[src/rtl/picoblaze_sample_feeder.sv]
// Windowed peak-magnitude detector feeding the LED-meter PicoBlaze input port 0,
// with a level interrupt that clears on acknowledge or timeout and a sticky overrun flag.
module picoblaze_sample_feeder #(
  parameter int unsigned DECIM       = 256,
  parameter int unsigned INT_TIMEOUT = 1024
) (
  input  logic        clk,
  input  logic        reset,
  input  logic        sample_valid,
  input  logic [15:0] sample_data,
  input  logic        interrupt_ack,
  input  logic        clear_overrun,
  output logic [7:0]  input_data,
  output logic        interrupt,
  output logic        overrun,
  output logic [15:0] window_count
);

  typedef enum logic {S_IDLE, S_PENDING} state_t;

  localparam logic [15:0] LAST_IDX = 16'(DECIM - 1);
  localparam logic [31:0] TO_LAST  = 32'(INT_TIMEOUT - 1);
  localparam bit          TO_EN    = (INT_TIMEOUT != 0);

  state_t      r_state;
  logic [14:0] r_peak;
  logic [15:0] r_count;
  logic [7:0]  r_level;
  logic [31:0] r_timer;
  logic        r_interrupt;
  logic        r_overrun;

  logic [15:0] w_abs;
  logic [14:0] w_mag;
  logic [14:0] w_peak_next;
  logic        w_done;
  logic        w_ovr_set;

  // Only -32768 has bit 15 set after negation; it saturates to 32767.
  always_comb begin
    w_abs       = sample_data[15] ? (~sample_data + 16'd1) : sample_data;
    w_mag       = w_abs[15] ? 15'h7FFF : w_abs[14:0];
    w_peak_next = (w_mag > r_peak) ? w_mag : r_peak;
    w_done      = sample_valid && (r_count == LAST_IDX);
    w_ovr_set   = w_done && (r_state == S_PENDING) && !interrupt_ack;
  end

  always_ff @(posedge clk) begin
    if (reset) begin
      r_state     <= S_IDLE;
      r_peak      <= '0;
      r_count     <= '0;
      r_level     <= '0;
      r_timer     <= '0;
      r_interrupt <= 1'b0;
      r_overrun   <= 1'b0;
    end else begin
      if (sample_valid) begin
        if (w_done) begin
          r_level <= w_peak_next[14:7];
          r_peak  <= '0;
          r_count <= '0;
        end else begin
          r_peak  <= w_peak_next;
          r_count <= r_count + 16'd1;
        end
      end

      // A new window-done always (re)arms the interrupt, even over an ack or timeout.
      case (r_state)
        S_IDLE: begin
          if (w_done) begin
            r_state     <= S_PENDING;
            r_timer     <= '0;
            r_interrupt <= 1'b1;
          end
        end
        S_PENDING: begin
          if (w_done) begin
            r_timer <= '0;
          end else if (interrupt_ack || (TO_EN && (r_timer == TO_LAST))) begin
            r_state     <= S_IDLE;
            r_timer     <= '0;
            r_interrupt <= 1'b0;
          end else begin
            r_timer <= r_timer + 32'd1;
          end
        end
      endcase

      if (w_ovr_set)          r_overrun <= 1'b1;
      else if (clear_overrun) r_overrun <= 1'b0;
    end
  end

  assign input_data   = r_level;
  assign interrupt    = r_interrupt;
  assign overrun      = r_overrun;
  assign window_count = r_count;

endmodule

[config.mk]
export PLATFORM = sky130hd
export DESIGN_NAME = picoblaze_sample_feeder
export DESIGN_NICKNAME = d
export VERILOG_FILES = /design/src/rtl/picoblaze_sample_feeder.sv
export SDC_FILE = /design/constraint.sdc
export NUM_CORES = 1
export LEC_CHECK = 0
export CAP_MARGIN = 25
export CORE_MARGIN = 2
export CORE_UTILIZATION = 40
export DETAILED_ROUTE_END_ITERATION = 8
export GPL_TIMING_DRIVEN = 0
export HOLD_SLACK_MARGIN = 0.02
export PLACE_DENSITY_LB_ADDON = 0.2
export REMOVE_ABC_BUFFERS = 1
export SYNTH_ARGS = -nofsm -noshare
export SYNTH_HDL_FRONTEND = slang
export SYNTH_SLANG_ARGS = --single-unit
[constraint.sdc]
create_clock -name clk -period 4 [get_ports clk]
set_input_delay 0.8 -clock clk [delete_from_list [all_inputs] [get_ports clk]]
set_output_delay 0.8 -clock clk [all_outputs]
set_load 0.01 [all_outputs]
==> metrics.cfg <==
[final_layout]
layout.nets=635
final_cell_area_sq_um=5440
fin_util=0.523
area_growth_pct=26.2
fillCellCount=983
antennaDiodeCount=0
finalNonFillerCells=737
drive_gt1_frac=0.125

[yosys]
syn_inst=544
yosysTopAreaCellShare=0.343
ys_seq_area_frac=0.343
syn_area_per_cell_sq_um=7.93
synthTopCellsByArea=dfxtp_1, ha_1, nand2_1
synthArstFlopShare=0
post-synth-top-area-cell=dfxtp_1
ys_ff_latch=74
synthDistinctLibCells=63
synth_edf_count=0
syn_area_sq_um=4320
synth-main-ff-cell=dfxtp_1
ys_warn_count=0

[clock_tree]
cts_tree=built
cts.sinks=74
max-clock-path-buffers=2
htree_levels=3
insertion_delay_ns=0.35
ctsRootBufferMaster=clkbuf_8
clk_pin_slew_ns=0.08
cts_inserted_buffers=9
holdBufCountCts=0

[die]
rows=37
die_w_um=108
die-area_sq_um=11600
core_sq_um=10400
io_pins=47
initial_utilization=0.414
die_y_um=108

[critical_path]
crit_required_ns=4.28
reg2reg_slack_ns=1.04
worstPathMaxFanout=6
end_kind=flop
crit_type=input pin to flop
crit_slowest_cell=or4_4
cp_cell_sequence=clkdlybuf4s50_1, or4_4, nor3_1, o31ai_1, o21ai_1, ha_1, nand4_1, nor2_2, o31ai_4, a31oi_2, buf_6, mux2_2, a21oi_1
critPathArrivalTime_ns=4.17
max_stage_delay_ns=0.60
start_kind=input pin

[timing]
setup_viol=0
max_freq_mhz=257
timing.hold.ws_ns=0.471
slew_viol_final=0
fin_skew_ns=0.00966
worst_slew_pin_slew_ns=0.967
setup_tns_ns=0
rsz0062_at_grt=false
fin_crit_sh=0.974
final.min_clock_period_ns=3.90
maxSlewHeadroom=0.355
fin_ws_ns=0.102
final_hold_viol_count=0

[global_routing]
antenna_found_initial=0
grt_pass1_wl_um=19200
grt_pass1_vias=4050
grt-ovfl-total=0
grt_max_degree=25
track_usage=0.203

[drt]
route.detailed.drc=0
drtPass1Iterations=5
wirelength_um=11400
num_vias=4219
postRouteAntennaNets=0
avgRoutedWirePerCell_um=15.5
vias_per_cell=5.72
dr.first_iter.drc_count=266

[flow_run]
maxCapViolCount=0

[power]
leakage_nw=2.01
power_per_cell_area_nw_per_um2=315
peakVddDrop_mv=0.179
total_power_mw=1.72

[placement]
port_buffers=46
dpl_cell_area_sq_um=4890
dp.cells=706
dp_slack_ns=-0.962
hpwlAfterDp_um=7750
gp_routability_congestion=0.886

[run_status]
status=completed

[hold_path]
worst_hold_path_type=flop to flop

logic make-up (layout without fill, tap and decap cells):
group                    count (synthesis)  in the layout  synth area share
AND/OR/NAND/NOR                        224            224             0.265
flip-flops                              74             74             0.343
multiplexers                             6              6            0.0142
adder cells (fa/ha/maj)                 18             18            0.0522
AO/OA/AOI/OAI                          146            146             0.225
XOR/XNOR                                24             24            0.0487
buffers and inverters                   52            109            0.0510
placed cells by master (no fill, tap or decap), drive strengths merged, types with 4 or more instances in the layout:
cell and count:
nand2b 4, a32o 6, clkbuf 11, o31ai 11, or2 5, and3 11
xor2 17, nor2 52, buf 18, nand4 16, a21oi 40, nand3 24
a211oi 6, a311oi 7, nand2 55, clkdlybuf4s50 33, nor3 16, mux2i 5
or3 11, ha 18, inv 29, dfxtp 74, xnor2 7, nor4 14
o21ai 37, dlymetal6s2s 12, a31oi 12
state kept, by name (all words and copies together) (netlist names):
signal,cells
input_data,8
interrupt,1
overrun,1
r_peak,15
r_state,1
r_timer,32
window_count,16
final timing paths:
check | cells after the start | from | end
setup / recovery | 13 | sample_data[13] | input_data[2]$_SDFFE_PP0P_
hold / removal | 2 | input_data[1]$_SDFFE_PP0P_ | input_data[1]$_SDFFE_PP0P_
setup reg to reg | 8 | window_count[0]$_SDFFE_PP0P_ | r_timer[24]$_SDFFE_PP0P_
hold reg to reg | 2 | input_data[1]$_SDFFE_PP0P_ | input_data[1]$_SDFFE_PP0P_
power breakdown:
group / switching (mW) / internal, mW
logic: 0.157 / 0.128
clock network: 0.298 / 0.370
registers: 0.0103 / 0.752
total: 0.465 / 1.25
what timing repair did:
action,CTS,global route
pin swaps,9,10
gates resized for setup,19,24
setup endpoints to repair,23,23
cloned,0,1
hold endpoints to repair,0,0
setup buffers,8,6
cell usage after synthesis, types with 3 or more instances:
master	instances
ha_1	18
a21oi_1	40
o32ai_1	3
inv_1	28
mux2i_1	5
a32o_1	6
o31ai_1	9
o21ai_1	13
and2_1	3
nor4_1	12
clkbuf_1	13
or3_1	11
xor2_1	17
nand3_1	22
nand2b_1	4
or2_1	3
a31oi_1	12
buf_2	8
nor3_1	15
nand2_1	55
nor2_1	51
o21ai_0	23
and3_1	11
dfxtp_1	74
nand4_1	16
xnor2_1	7
nand3b_1	3
and4_1	3
a311oi_1	7
a211oi_1	6
per-layer routing:
layer	up-vias	global-route usage	routed length (um)
li1	2127	-	-
met1	1983	0.279	5540
met2	101	0.318	5320
met3	8	0.0460	465
met4	0	0.0568	92
met5	-	0	0
layout make-up:
| cell class | count | area, sq um | area share |
|---|---|---|---|
| Timing Repair Buffer | 65 | 684 | 0.126 |
| Clock buffer | 10 | 138 | 0.0253 |
| Sequential cell | 74 | 1480 | 0.272 |
| Tap cell | 136 | 170 | 0.0313 |
| Multi-Input combinational cell | 418 | 2780 | 0.510 |
| Clock inverter | 6 | 87.6 | 0.0161 |
| Inverter | 28 | 105 | 0.0193 |
worst max-delay path, delay by kind of cell:
family,cells,cell delay [ns]
AO/OA/AOI/OAI,5,0.85
AND/OR/NAND/NOR,4,1.35
buffers and inverters,2,0.62
multiplexers,1,0.35
adder cells (fa/ha/maj),1,0.20
(Power assumes the default switching activity.)
